===== src/rtl/mux_arb_pkg.sv =====
// Shared types and constants for the round-robin 8:1 mux arbiter.
package mux_arb_pkg;

    localparam int NREQ = 8;
    localparam int DW   = 3;
    localparam int SELW = 3;

    typedef enum logic [1:0] {
        ARB  = 2'd0,
        LOAD = 2'd1,
        SEND = 2'd2
    } arb_state_t;

    function automatic logic [NREQ-1:0] onehot_sel(input logic [SELW-1:0] idx);
        logic [NREQ-1:0] v;
        v = {{(NREQ-1){1'b0}}, 1'b1} << idx;
        return v;
    endfunction

endpackage


===== src/rtl/rr_pick8.sv =====
// Rotating-priority encoder: first set request at or after ptr, wrapping mod 8.
module rr_pick8
    import mux_arb_pkg::*;
(
    input  logic [NREQ-1:0] req,
    input  logic [SELW-1:0] ptr,
    output logic            any,
    output logic [SELW-1:0] idx
);

    logic [SELW-1:0] cand_s;

    // Scan from the farthest offset down so the nearest set request wins last.
    always_comb begin
        any    = 1'b0;
        idx    = ptr;
        cand_s = ptr;
        for (int k = NREQ - 1; k >= 0; k--) begin
            cand_s = ptr + SELW'(k);
            idx    = req[cand_s] ? cand_s : idx;
            any    = any | req[cand_s];
        end
    end

endmodule


===== src/rtl/mux8_rr_arbiter.sv =====
// Round-robin sequencer sharing one external 8:1 mux among eight requesters,
// with a registered holding word presented on a valid/ready handshake.
module mux8_rr_arbiter
    import mux_arb_pkg::*;
(
    input  logic            clk,
    input  logic            rst_n,
    input  logic [NREQ-1:0] req,
    output logic [SELW-1:0] sel3,
    input  logic [DW-1:0]   mux_out,
    output logic [NREQ-1:0] gnt,
    output logic            out_valid,
    input  logic            out_ready,
    output logic [DW-1:0]   out_data,
    output logic [SELW-1:0] out_src
);

    arb_state_t      state_q, state_d;
    logic [SELW-1:0] ptr_q, ptr_d;
    logic [SELW-1:0] sel3_q, sel3_d;
    logic [NREQ-1:0] gnt_q, gnt_d;
    logic            out_valid_q, out_valid_d;
    logic [DW-1:0]   out_data_q, out_data_d;
    logic [SELW-1:0] out_src_q, out_src_d;
    logic            pick_any_s;
    logic [SELW-1:0] pick_idx_s;

    rr_pick8 u_pick (
        .req (req),
        .ptr (ptr_q),
        .any (pick_any_s),
        .idx (pick_idx_s)
    );

    // Next-state and datapath control; gnt is armed in ARB so it is high during LOAD only.
    always_comb begin
        state_d     = state_q;
        ptr_d       = ptr_q;
        sel3_d      = sel3_q;
        gnt_d       = {NREQ{1'b0}};
        out_valid_d = out_valid_q;
        out_data_d  = out_data_q;
        out_src_d   = out_src_q;
        case (state_q)
            ARB: begin
                if (pick_any_s) begin
                    sel3_d    = pick_idx_s;
                    out_src_d = pick_idx_s;
                    gnt_d     = onehot_sel(pick_idx_s);
                    state_d   = LOAD;
                end else begin
                    state_d   = ARB;
                end
            end
            LOAD: begin
                out_data_d  = mux_out;
                out_valid_d = 1'b1;
                state_d     = SEND;
            end
            SEND: begin
                if (out_valid_q && out_ready) begin
                    out_valid_d = 1'b0;
                    ptr_d       = out_src_q + 3'd1;
                    state_d     = ARB;
                end else begin
                    state_d     = SEND;
                end
            end
            default: begin
                out_valid_d = 1'b0;
                state_d     = ARB;
            end
        endcase
    end

    // State and output registers.
    always_ff @(posedge clk or negedge rst_n) begin
        if (!rst_n) begin
            state_q     <= ARB;
            ptr_q       <= 3'd0;
            sel3_q      <= 3'd0;
            gnt_q       <= 8'h00;
            out_valid_q <= 1'b0;
            out_data_q  <= 3'd0;
            out_src_q   <= 3'd0;
        end else begin
            state_q     <= state_d;
            ptr_q       <= ptr_d;
            sel3_q      <= sel3_d;
            gnt_q       <= gnt_d;
            out_valid_q <= out_valid_d;
            out_data_q  <= out_data_d;
            out_src_q   <= out_src_d;
        end
    end

    assign sel3      = sel3_q;
    assign gnt       = gnt_q;
    assign out_valid = out_valid_q;
    assign out_data  = out_data_q;
    assign out_src   = out_src_q;

endmodule


===== config.mk =====
export PLATFORM = sky130hd
export DESIGN_NAME = mux8_rr_arbiter
export DESIGN_NICKNAME = d
export VERILOG_FILES = /design/src/rtl/mux_arb_pkg.sv /design/src/rtl/rr_pick8.sv /design/src/rtl/mux8_rr_arbiter.sv
export SDC_FILE = /design/constraint.sdc
export NUM_CORES = 1
export LEC_CHECK = 0
export BUFFER_PORTS_ARGS = -buffer_cell sky130_fd_sc_hd__buf_4
export CAP_MARGIN = 20
export CORE_MARGIN = 10
export CORE_UTILIZATION = 55
export DETAILED_ROUTE_END_ITERATION = 8
export PLACE_DENSITY = 0.75
export SYNTH_ARGS = -nofsm -noshare
export SYNTH_HDL_FRONTEND = slang
export SYNTH_SLANG_ARGS = --single-unit

===== constraint.sdc =====
create_clock -name clk -period 3.56 [get_ports clk]
set_input_delay 0.178 -clock clk [delete_from_list [all_inputs] [get_ports clk]]
set_output_delay 0.178 -clock clk [all_outputs]
set_load 0.005 [all_outputs]

## Word level (Yosys, flattened, before mapping)

Cells that the tools add are included.

- Flip-flop bits (word level): 20
- Bits of input ports: 14
- Output and inout bits: 18

- Add/subtract/negate cells: 8
- Magnitude comparators: 8
- Equality and inequality tests: 3
- Shift-type cells: 1
- Multiplexer cells: 31
- Bitwise gates (word level): 8
- Reduce and logical (&&, ||, !) cells: 5

Operators with widths:

| cell | count |
|---|---|
| $lt 3x4->1 const B | 8 |
| $bmux 1 s3 | 8 |
| $mux 3 | 8 |
| $mux 8 | 2 |
| $add 3x3->3 const B | 4 |
| $mux 1 | 10 |
| $shl 1x3->8 const A | 1 |
| $or 1x1->1 | 7 |
| $add 3x1->3 const B | 2 |
| $add 3x2->3 const B | 2 |
| $pmux 2 s3 | 1 |
| $reduce_and 2->1 | 3 |
| $pmux 1 s3 | 1 |
| $eq 2x1->1 const B | 1 |
| $eq 2x2->1 const B | 1 |
| $logic_not 2->1 | 1 |
| $mux 2 | 1 |
| $ne 2x2->1 const B | 1 |
| $logic_and 1x1->1 | 1 |
| $not 1->1 | 1 |

## Depth between registers and ports, before layout

Gate-level depths: netlist of the first run.

- Depth in word-level cells: 14
- Gate-level depth with buffers: 14
- Depth with buffers taken out: 9

## By module

From an unflattened synthesis of the first run, not the netlist that was laid out.

- Cells, all modules: 159
- Area, all modules: 1,722.9 um^2

By module, submodules not included:

| module | times used | cells an instance | area an instance (um^2) |
|---|---|---|---|
| rr_pick8 | 1 | 102 | 938.4 |
| mux8_rr_arbiter | 1 | 57 | 784.5 |

## Least setup slack after synthesis of the first run

No wires, ideal clock.

- Kind: flip-flop to flip-flop
- Start: register ptr_q[1]
- End: register out_src_q[1] (netlist: out_src[1])
- Library setup time: 0.136 ns
- Arrival: 3.067 ns
- Path slack: 0.357 ns
- Cell stages (with the launch flop): 14
- Path buffers: 4
- Period minus slack after synthesis: 3.203 ns
- Cell sequence: dfrtp_1 buf_2 buf_4 inv_1 ha_1 buf_6 buf_6 mux4_2 and2_4 a2111oi_4 a21oi_2 o31a_1 a31oi_1 o21ai_0

- Cells in the longest elaborated chain, start to end: 11
- Elaborated cells on any way between the ends: 39
- Those cells by class: 7 x add/sub; 24 x mux; 7 x bitwise; 1 x reduce/logical

RTL lines:

| what | RTL line | text |
|---|---|---|
| start: declaration | mux8_rr_arbiter.sv:19 | `logic [SELW-1:0] ptr_q, ptr_d;` |
| start signal: assignment | mux8_rr_arbiter.sv:88 | `ptr_q <= ptr_d;` |
| $add 3x3->3 | rr_pick8.sv:19 | `cand_s = ptr + SELW'(k);` |
| $bmux 1 s3 | rr_pick8.sv:20, rr_pick8.sv:21 |  |
| $mux 1 (implied by the code) | rr_pick8.sv:20, rr_pick8.sv:21 |  |
| $mux 3 / $or 1x1->1 (equally long branches) (7 in series) | rr_pick8.sv:20, rr_pick8.sv:21 |  |
| $mux 3 / $reduce_and 2->1 (equally long branches) | n/a |  |
| end signal: assignment | mux8_rr_arbiter.sv:93 | `out_src_q <= out_src_d;` |
| end: declaration | mux8_rr_arbiter.sv:24 | `logic [SELW-1:0] out_src_q, out_src_d;` |

Several ways; a longest one is shown, not always the timed one. The select of a mux whose other input is x is not followed.
A chain may end at the register's enable or synchronous reset.

## Final worst setup path of the first run

- Start: register ptr_q[1]
- End: register gnt_q[4] (netlist: gnt[4])

- Cells in the longest elaborated chain, start to end: 14
- Elaborated cells on any way between the ends: 41
- Those cells by class: 7 x add/sub; 1 x shift; 26 x mux; 7 x bitwise

RTL lines:

| what | RTL line | text |
|---|---|---|
| $add 3x3->3 | rr_pick8.sv:19 |  |
| $bmux 1 s3 | rr_pick8.sv:20, rr_pick8.sv:21 |  |
| $mux 1 (implied by the code) | rr_pick8.sv:20, rr_pick8.sv:21 |  |
| $mux 3 (8 in series) | rr_pick8.sv:20 | `idx = req[cand_s] ? cand_s : idx;` |
| $shl 1x3->8 | mux_arb_pkg.sv:16 | `v = {{(NREQ-1){1'b0}}, 1'b1} << idx;` |
| $mux 8 (*) | mux8_rr_arbiter.sv:46 | `if (pick_any_s) begin` |
| $mux 8 (*) | mux8_rr_arbiter.sv:44 | `case (state_q)` |
| net gnt_d[4] | mux8_rr_arbiter.sv:21 | `logic [NREQ-1:0] gnt_q, gnt_d;` |
| end signal: assignment | mux8_rr_arbiter.sv:90 | `gnt_q <= gnt_d;` |
| end: declaration | mux8_rr_arbiter.sv:21 |  |

Mark *: on every way through the listed nets, which the timed path passes. The rest lies on a longest branch. The select of a mux whose other input is x is not followed.

==> qor.yml, run 1 <==
wl_met2_um: 2397
clock_skew_ns: 0.006734
yosysSeqAreaShare_pct: 23.78
hold_path.class: "in2reg"
ys_ff_latch: 20
cts.repair.resized: 0
slew_headroom_pct: 59.72
drt_first_pass_iters: 4
wire_per_inst_um: 18.95
via_per_inst: 6.297
ios: 32
status: "finished, final reports clean"
rr_worst_depth: 10
die_area_sq_mm: 0.006700
grt_max_degree: 26
async_flop_share_pct: 100.0
p_switching_uw: 1234
grtUsageTotal_pct: 15.12
ctsHtreeMaxLevel: 1
netlist_instances: 190
stdcell_count: 256
placed_area_sq_mm: 0.002306
grt_pass1_vias: 1660
wl_met1_um: 1986
drtIter0Drc: 95
fmax_mhz: 308.8
top_layer: "met4"
ant_nets: 0
met3WireLength_um: 404
setup_tns_ns: 0
critical_path.endpoint: "gnt[4]"
pwr-share-comb_pct: 78.5
drv_cap: 0
power.internal_uw: 1437
area_growth_pct: 12.66
vias: 1612
postCtsSetupBuffers: 0
p_sw_share_pct: 46.20
mostFrequentLayoutCell: "buf_4"
cp_slowest_cell: "ha_1"
synth_edf_count: 0
placed_cells: 251
synth_flop_cell: "dfrtp_1"
cts.sinks: 20
finalHoldViolCount: 0
drive_gt1_share_pct: 37.98
cp.depth: 10
cp-startpoint: "ptr_q[1]"
period_minus_slack_ns: 3.239
clkSlewWorstSetupHoldPaths_ns: 0.07
required_ns: 3.69
globalplace.congestion: 0.9222
pwr-share-clk_pct: 6.2
antenna_found_initial: 0
avgSynthCellArea_sq_um: 11.08
fin_crit_sh_pct: 90.98
finalSetupViolations: 0
yosysWarnings: 0
tightest_slew_ns: 0.6042
cts.path.max_buffers: 2
clockRootBuffer: "clkbuf_8"
critical_path.max_fanout: 16
finalWirelength_um: 4850
rows: 22
dpl.hpwl_um: 3678
overflow: 0
synth_area_sq_mm: 0.002105
crit-reg2reg-launch: "ptr_q[1]"
clock_latency_ns: 0.26
cp_cell_sequence: "inv_1 > ha_1 > buf_4 > mux2_2 > a222oi_1 > o31ai_1 > a31oi_1 > and3b_1 > a21oi_1 > nor4_1"
diodes: 0
syn_nets: 207
hold-worst-slack_ns: 0.1587
r2r_end: "gnt[4]"
hold_depth: 2
report.final.slew_viol_count: 0
slowest_delay_ns: 0.67
r2r_slack_ns: 0.32
cpLargestDelayFamily: "compound AO/OA/AOI/OAI gates"
grt_pass1_wl_um: 8052
cellPowerDensity_mw_per_mm2: 1127
layout_common_cells: "buf_4 (36), dfrtp_1 (20), mux4_2 (19), mux2i_1 (12)"
cp_data_arrival_time_ns: 3.37
postLayoutCellArea_sq_mm: 0.002371
seq_power_share_pct: 15.3
drc: 0
ys_types: 55
die_x_um: 81.86
core-area_sq_mm: 0.003689
cp_num_buf_inv: 2
tritoncts: "done"
cts_made_buffers: 3
numPortBuffers: 31
peakVddDrop_mv: 0.4957
cp-start-kind: "flip-flop"
rsz0062_at_grt: "false"
leakage_uw: 0.0009855
endpoint_kind: "flip-flop"
die_h_um: 81.86
critical_path_class: "reg2reg"
start_util_pct: 57.06
nNetsFinal: 226
[cell type report]
type	instances	area [sq um]
Clock buffer	4	55.05
Fill cell	306	1318
Inverter	6	22.52
Multi-Input combinational cell	141	1453
Sequential cell	20	500.5
Tap cell	48	60.06
Timing Repair Buffer	37	280.3
[sequential cells by signal (all words and copies together) (netlist names)]
| register | count |
|---|---|
| ptr_q | 3 |
| out_valid | 1 |
| out_data | 3 |
| gnt | 8 |
| out_src | 3 |
| state_q | 2 |
[what timing repair did]
action / in CTS / in global routing
hold buffers: 1 / 0
endpoints found under the hold margin: 20 / 0
endpoints found under the setup margin: 0 / 0
[kinds of logic (layout without fill, tap and decap cells)]
kind of cell	count (synthesis)	count (layout)	synth area share, %
xor gates and xnor gates	6	6	2.497
buffers and inverters	29	47	7.194
and+or+nand+nor	47	47	12.78
adders and majority gates	3	3	1.784
DFF	20	20	23.78
AOI/OAI and AO/OA	39	39	14.92
muxes	46	46	37.04
[per-layer routing]
| metal | up-vias | global-route usage (%) |
|---|---|---|
| met4 | 0 | 4.932 |
| met2 | 53 | 26.49 |
| li1 | 771 | - |
| met3 | 7 | 3.166 |
| met5 | - | 0 |
| met1 | 781 | 18.01 |
[synthesized netlist by cell type, types with 2 or more instances]
| cell type | number | area, sq um |
|---|---|---|
| dfrtp_1 | 20 | 500.5 |
| mux4_2 | 19 | 427.9 |
| mux2i_1 | 12 | 120.1 |
| clkbuf_1 | 10 | 37.54 |
| mux2_2 | 9 | 101.4 |
| nand2_1 | 9 | 33.78 |
| nor2b_1 | 7 | 43.79 |
| nor2_1 | 6 | 22.52 |
| o21ai_0 | 6 | 30.03 |
| a21oi_1 | 5 | 25.02 |
| nor3_1 | 5 | 25.02 |
| a221oi_1 | 4 | 35.03 |
| buf_2 | 4 | 20.02 |
| buf_4 | 4 | 30.03 |
| inv_1 | 4 | 15.01 |
| mux4_1 | 4 | 105.1 |
| nor4_1 | 4 | 25.02 |
| o21a_1 | 4 | 30.03 |
| a21o_1 | 3 | 22.52 |
| a31oi_1 | 3 | 18.77 |
| and2_1 | 3 | 18.77 |
| buf_6 | 3 | 33.78 |
| ha_1 | 3 | 37.54 |
| xnor2_1 | 3 | 26.28 |
| xor2_1 | 3 | 26.28 |
| buf_1 | 2 | 7.510 |
| inv_2 | 2 | 7.510 |
| nor3b_1 | 2 | 15.01 |
[per-stage QoR]
step,util (%),power (uW),worst slack (ns)
floorplan,-,2101,0.3572
global placement,62.52,2426,0.4689
detailed placement,62.52,2503,0.3616
CTS,64.28,2674,0.3382
global route,64.28,2902,0.06944
finish,64.28,2671,0.3212
[how the worst min path moves through the flow]
stage	slack, ns	startpoint	end
2_1_floorplan	-0.12	rst_n	gnt[0]
3_5_place_dp	0.06	rst_n	state_q[0]
6_report	0.16	mux_out[0]	out_data[0]
4_1_cts	0.15	mux_out[0]	out_data[0]
3_3_place_gp	0.06	rst_n	out_data[0]
5_1_grt	0.15	mux_out[0]	out_data[0]
[worst register-to-register path, cell delays in order, from the launching register on]
cell and delay, ns:
dfrtp_1 0.35, inv_1 0.07, ha_1 0.67, buf_4 0.30, mux2_2 0.34, a222oi_1 0.44, o31ai_1 0.12, a31oi_1 0.17
and3b_1 0.22, a21oi_1 0.09, nor4_1 0.34
[power by group through the flow]
stage / logic (uW) / registers [uW] / clock network [uW]
finish: 2100 / 409 / 165
global placement: 2020 / 408 / 0
detailed placement: 2090 / 415 / 0
CTS: 2090 / 412 / 169
floorplan: 1720 / 384 / 0
global route: 2300 / 424 / 181
Note: power is estimated with default switching activity, not from simulation.
==> run 2, diff against run 1 <==
--- a/config.mk
+++ b/config.mk
@@ -5,12 +5,12 @@
 export SDC_FILE = /design/constraint.sdc
 export NUM_CORES = 1
 export LEC_CHECK = 0
-export BUFFER_PORTS_ARGS = -buffer_cell sky130_fd_sc_hd__buf_4
 export CAP_MARGIN = 20
 export CORE_MARGIN = 10
 export CORE_UTILIZATION = 55
 export DETAILED_ROUTE_END_ITERATION = 8
-export PLACE_DENSITY = 0.75
+export DONT_BUFFER_PORTS = 1
+export PLACE_DENSITY = 0.67
 export SYNTH_ARGS = -nofsm -noshare
 export SYNTH_HDL_FRONTEND = slang
 export SYNTH_SLANG_ARGS = --single-unit
==> run 2 against run 1 <==
- wire length fell by 1.6%
- worst setup slack improved by 0.029 ns
- sequential power rose by 9.0%
- power fell by 4.1%
- critical path depth fell by 1
- combinational power fell by 7%
- clock power rose by 2%
- sequential share of layout area rose by 2.3 points
==> qor.yml, run 2 (synthesized netlist as in run 1, its figures left out) <==
required_ns: 3.68
drtIter0Drc: 90
start_util_pct: 57.06
rsz0062_at_grt: "false"
cp.depth: 9
cp_data_arrival_time_ns: 3.33
antenna_found_initial: 0
grt_pass1_vias: 1529
cpLargestDelayFamily: "simple AND/OR/NAND/NOR gates"
tritoncts: "done"
cp_num_buf_inv: 1
critical_path.max_fanout: 25
rows: 22
stdcell_count: 225
wire_per_inst_um: 21.20
drt_first_pass_iters: 4
globalplace.congestion: 0.8639
fin_crit_sh_pct: 90.16
drc: 0
ant_nets: 0
overflow: 0
period_minus_slack_ns: 3.210
tightest_slew_ns: 0.8340
grt_max_degree: 26
cellPowerDensity_mw_per_mm2: 1198
critical_path_class: "reg2reg"
dpl.hpwl_um: 3560
nNetsFinal: 195
finalHoldViolCount: 0
diodes: 0
finalWirelength_um: 4770
placed_cells: 220
endpoint_kind: "flip-flop"
cts_made_buffers: 3
die_area_sq_mm: 0.006700
cp_cell_sequence: "buf_4 > ha_1 > xor2_1 > mux2i_2 > nand3_2 > or4_4 > o21ai_4 > a211o_4 > nor3_1"
setup_tns_ns: 0
finalSetupViolations: 0
cp_slowest_cell: "or4_4"
leakage_uw: 0.0008325
clock_latency_ns: 0.26
cp-start-kind: "flip-flop"
clock_skew_ns: 0.005544
cts.path.max_buffers: 2
grtUsageTotal_pct: 14.85
report.final.slew_viol_count: 0
die_x_um: 81.86
largest_reg_flops: 8
clkSlewWorstSetupHoldPaths_ns: 0.07
crit-reg2reg-launch: "ptr_q[1]"
numPortBuffers: 0
postLayoutCellArea_sq_mm: 0.002138
layout_common_cells: "dfrtp_1 (20), mux4_2 (19), mux2i_1 (12), nand2_1 (9), mux2_2 (9)"
core-area_sq_mm: 0.003689
grt_pass1_wl_um: 8010
hold_depth: 1
via_per_inst: 6.849
ios: 32
peakVddDrop_mv: 0.4811
worstHoldStart: "mux_out[0]"
vias: 1541
rr_worst_depth: 9
cp-startpoint: "ptr_q[1]"
clockRootBuffer: "clkbuf_8"
cts.repair.resized: 0
drive_gt1_share_pct: 27.12
status: "finished, final reports clean"
drv_cap: 0
area_growth_pct: 1.605
slew_headroom_pct: 44.40
ctsHtreeMaxLevel: 1
mostFrequentLayoutCell: "dfrtp_1"
fill_cells: 297
fmax_mhz: 311.5
slowest_delay_ns: 0.56
cts.sinks: 20
placed_area_sq_mm: 0.002073
hold_path.class: "in2reg"
die_h_um: 81.86
## run 2: path summary, 6_finish.rpt
kind / slack [ns] / to
max: 0.35 / gnt[1]
min: 0.07 / out_data[0]
max reg2reg: 0.35 / gnt[1]
min reg2reg: 0.55 / out_data[0]
max in group asynchronous: 2.59 / gnt[2]
min in group asynchronous: 0.46 / out_data[0]
## run 2: per-stage QoR
step	util (%)	worst slack, ns	hold slack [ns]	total power, uW
floorplan	-	0.3572	-0.1176	2101
global placement	56.21	0.4814	-0.1170	2327
detailed placement	56.21	0.4027	-0.1170	2385
CTS	57.97	0.3911	0.07083	2562
global route	57.97	0.1486	0.06531	2790
finish	57.97	0.3502	0.06895	2562
## run 2: worst reg2reg max path, cell delays in order (launching register included)
cell and delay, ns:
dfrtp_1 0.35, buf_4 0.31, ha_1 0.48, xor2_1 0.41, mux2i_2 0.34, nand3_2 0.11, or4_4 0.56, o21ai_4 0.27
a211o_4 0.17, nor3_1 0.06
## run 2: power by group
part	switching [uW]	internal (uW)
Clock	70.2	98.4
Sequential	124	322
Combinational	1020	925
Total	1220	1350
## run 2: final cells by class
cell class                      instances  area (sq um)  share of cell area, %
Multi-Input combinational cell        141          1453                  67.93
Clock buffer                            4         55.05                  2.575
Inverter                                6         22.52                  1.053
Tap cell                               48         60.06                  2.809
Sequential cell                        20         500.5                  23.41
Timing Repair Buffer                    6         47.55                  2.224
## run 2: repair_timing
action,CTS,global route
buffers inserted,0,0
hold endpoints to repair,20,0
hold buffers,1,0
## run 2: routing by layer
metal / GRT usage [%] / vias to the layer above / routed length [um]
met5: 0 / - / 0
met4: 4.422 / 0 / 54
met3: 2.293 / 4 / 410
met2: 25.24 / 75 / 2361
met1: 19.01 / 757 / 1944
li1: - / 705 / -
==> run 3, diff against run 2 <==
--- a/config.mk
+++ b/config.mk
@@ -7,10 +7,10 @@
 export LEC_CHECK = 0
 export CAP_MARGIN = 20
 export CORE_MARGIN = 10
-export CORE_UTILIZATION = 55
+export CORE_UTILIZATION = 53
 export DETAILED_ROUTE_END_ITERATION = 8
 export DONT_BUFFER_PORTS = 1
-export PLACE_DENSITY = 0.67
+export PLACE_DENSITY = 0.65
 export SYNTH_ARGS = -nofsm -noshare
 export SYNTH_HDL_FRONTEND = slang
 export SYNTH_SLANG_ARGS = --single-unit
==> run 3 against run 2 <==
- wire length rose by 4.7%
- cell count fell by 0.44%
- die area increased by 2.9%
- core utilization down 0.28 points
- first-iteration DRC count up 110%
- clock skew fell by 0.0034 ns
- non-clock buffer count fell by 1
- critical path type unchanged
- sequential share of layout area is 0.23 points lower
- combinational power about the same
- highest routed layer unchanged
- clock power is 30% higher
- critical endpoint is now gnt[7]
==> qor.yml, run 3 (synthesized netlist as in run 1, its figures left out) <==
postCtsSetupBuffers: 0
whs_endpoint: "out_data[1]"
die_x_um: 83.02
worstHoldStart: "mux_out[1]"
place_worst_setup_slack_ns: 0.4564
multi_input_area_sq_mm: 0.001453
endpoint_kind: "flip-flop"
cts_made_buffers: 3
period_minus_slack_ns: 3.207
largest_reg_flops: 8
vias: 1564
critical_path.max_fanout: 15
mostFrequentLayoutCell: "dfrtp_1"
fin_crit_sh_pct: 90.08
die_area_sq_mm: 0.006891
area_growth_pct: 2.616
r2r_end: "gnt[7]"
drc: 0
rows: 22
drive_gt1_share_pct: 26.70
slowest_delay_ns: 0.59
cts.path.max_buffers: 2
fmax_mhz: 311.8
wire_per_inst_um: 22.29
report.final.slew_viol_count: 0
critical_path_class: "reg2reg"
layout_common_cells: "dfrtp_1 (20), mux4_2 (19), mux2i_1 (12), nand2_1 (9), mux2_2 (9)"
core-area_sq_mm: 0.003744
via_per_inst: 6.982
numPortBuffers: 0
peakVddDrop_mv: 0.5878
cp_data_arrival_time_ns: 3.33
clkSlewWorstSetupHoldPaths_ns: 0.07
clockRootBuffer: "clkbuf_8"
drv_cap: 0
die_h_um: 83.02
finalWirelength_um: 4994
setup_tns_ns: 0
drt_first_pass_iters: 4
fill_cells: 321
drtIter0Drc: 185
grt_pass1_wl_um: 8211
cellPowerDensity_mw_per_mm2: 1221
finalSetupViolations: 0
clock_latency_ns: 0.25
crit-reg2reg-launch: "ptr_q[0]"
nNetsFinal: 194
cp-start-kind: "flip-flop"
slew_headroom_pct: 42.83
r2r_slack_ns: 0.35
ant_nets: 0
layout_setup_ws_ns: 0.3531
rr_worst_depth: 10
diodes: 0
grt_max_degree: 26
dpl.hpwl_um: 3598
cp_slowest_cell: "mux4_1"
leakage_uw: 0.0008390
hold_path.class: "in2reg"
start_util_pct: 56.22
hold_depth: 1
overflow: 0
holdBufCountCts: 1
regArea_sq_um: 500.5
globalplace.congestion: 0.9039
ios: 32
finalHoldViolCount: 0
cts.sinks: 20
clock_skew_ns: 0.002112
antenna_found_initial: 0
cp_cell_sequence: "inv_2 > ha_1 > buf_12 > mux2i_1 > mux4_1 > nor4b_1 > o22ai_1 > o21ai_0 > a31oi_1 > nor4_1"
grt_pass1_vias: 1614
ctsHtreeMaxLevel: 1
tightest_slew_ns: 0.8547
cts.repair.resized: 0
rsz0062_at_grt: "false"
status: "finished, final reports clean"
tritoncts: "done"
required_ns: 3.68
grtUsageTotal_pct: 14.06
-- run 3: layout make-up --
| class | count | share of cell area, % |
|---|---|---|
| multi-input combinational | 141 | 67.27 |
| sequential | 20 | 23.17 |
| tap | 48 | 2.781 |
| timing repair buffer | 5 | 2.433 |
| clock buffer | 3 | 1.912 |
| clock inverter | 1 | 1.390 |
| inverter | 6 | 1.043 |
-- run 3: report_power, final --
| group | internal, uW | switching (uW) |
|---|---|---|
| sequential | 322 | 128 |
| combinational | 940 | 1030 |
| clock | 150 | 69.4 |
| total | 1410 | 1230 |
-- run 3: per-layer routing --
metal	vias up	global-route usage, %	wire length, um
met4	0	3.846	91
li1	705	-	-
met2	58	23.39	2507
met1	791	17.59	2087
met5	-	0	0
met3	10	3.320	308
-- run 3: worst max-delay path by stage --
stage	from	end	slack [ns]	cells past startpoint
2_1_floorplan	ptr_q[1]	out_src[1]	0.36	13
3_3_place_gp	ptr_q[0]	gnt[2]	0.53	9
3_5_place_dp	ptr_q[0]	gnt[2]	0.46	10
4_1_cts	ptr_q[0]	gnt[2]	0.42	10
5_1_grt	ptr_q[0]	gnt[7]	0.15	10
6_report	ptr_q[0]	gnt[7]	0.35	10
-- run 3: worst max-delay path: cells and delay by family, from the launching register on --
kind	cells	cell delay, ns
AO/OA/AOI/OAI	3	0.45
adder cells (fa/ha/maj)	1	0.53
buffers and inverters	2	0.26
flip-flops	1	0.38
multiplexers	2	0.68
AND/OR/NAND/NOR	2	0.76
-- run 3: metrics by stage --
step / hold slack [ns] / instances / utilization (%) / area [sq um] / power [uW]
after floorplan: -0.1176 / 190 / - / 2105 / 2101
after global placement: -0.1170 / 219 / 55.51 / 2078 / 2348
after detailed placement: -0.1170 / 219 / 55.51 / 2078 / 2390
after CTS: 0.07379 / 224 / 57.69 / 2160 / 2623
after global routing: 0.07021 / 224 / 57.69 / 2160 / 2858
final: 0.07689 / 224 / 57.69 / 2160 / 2637
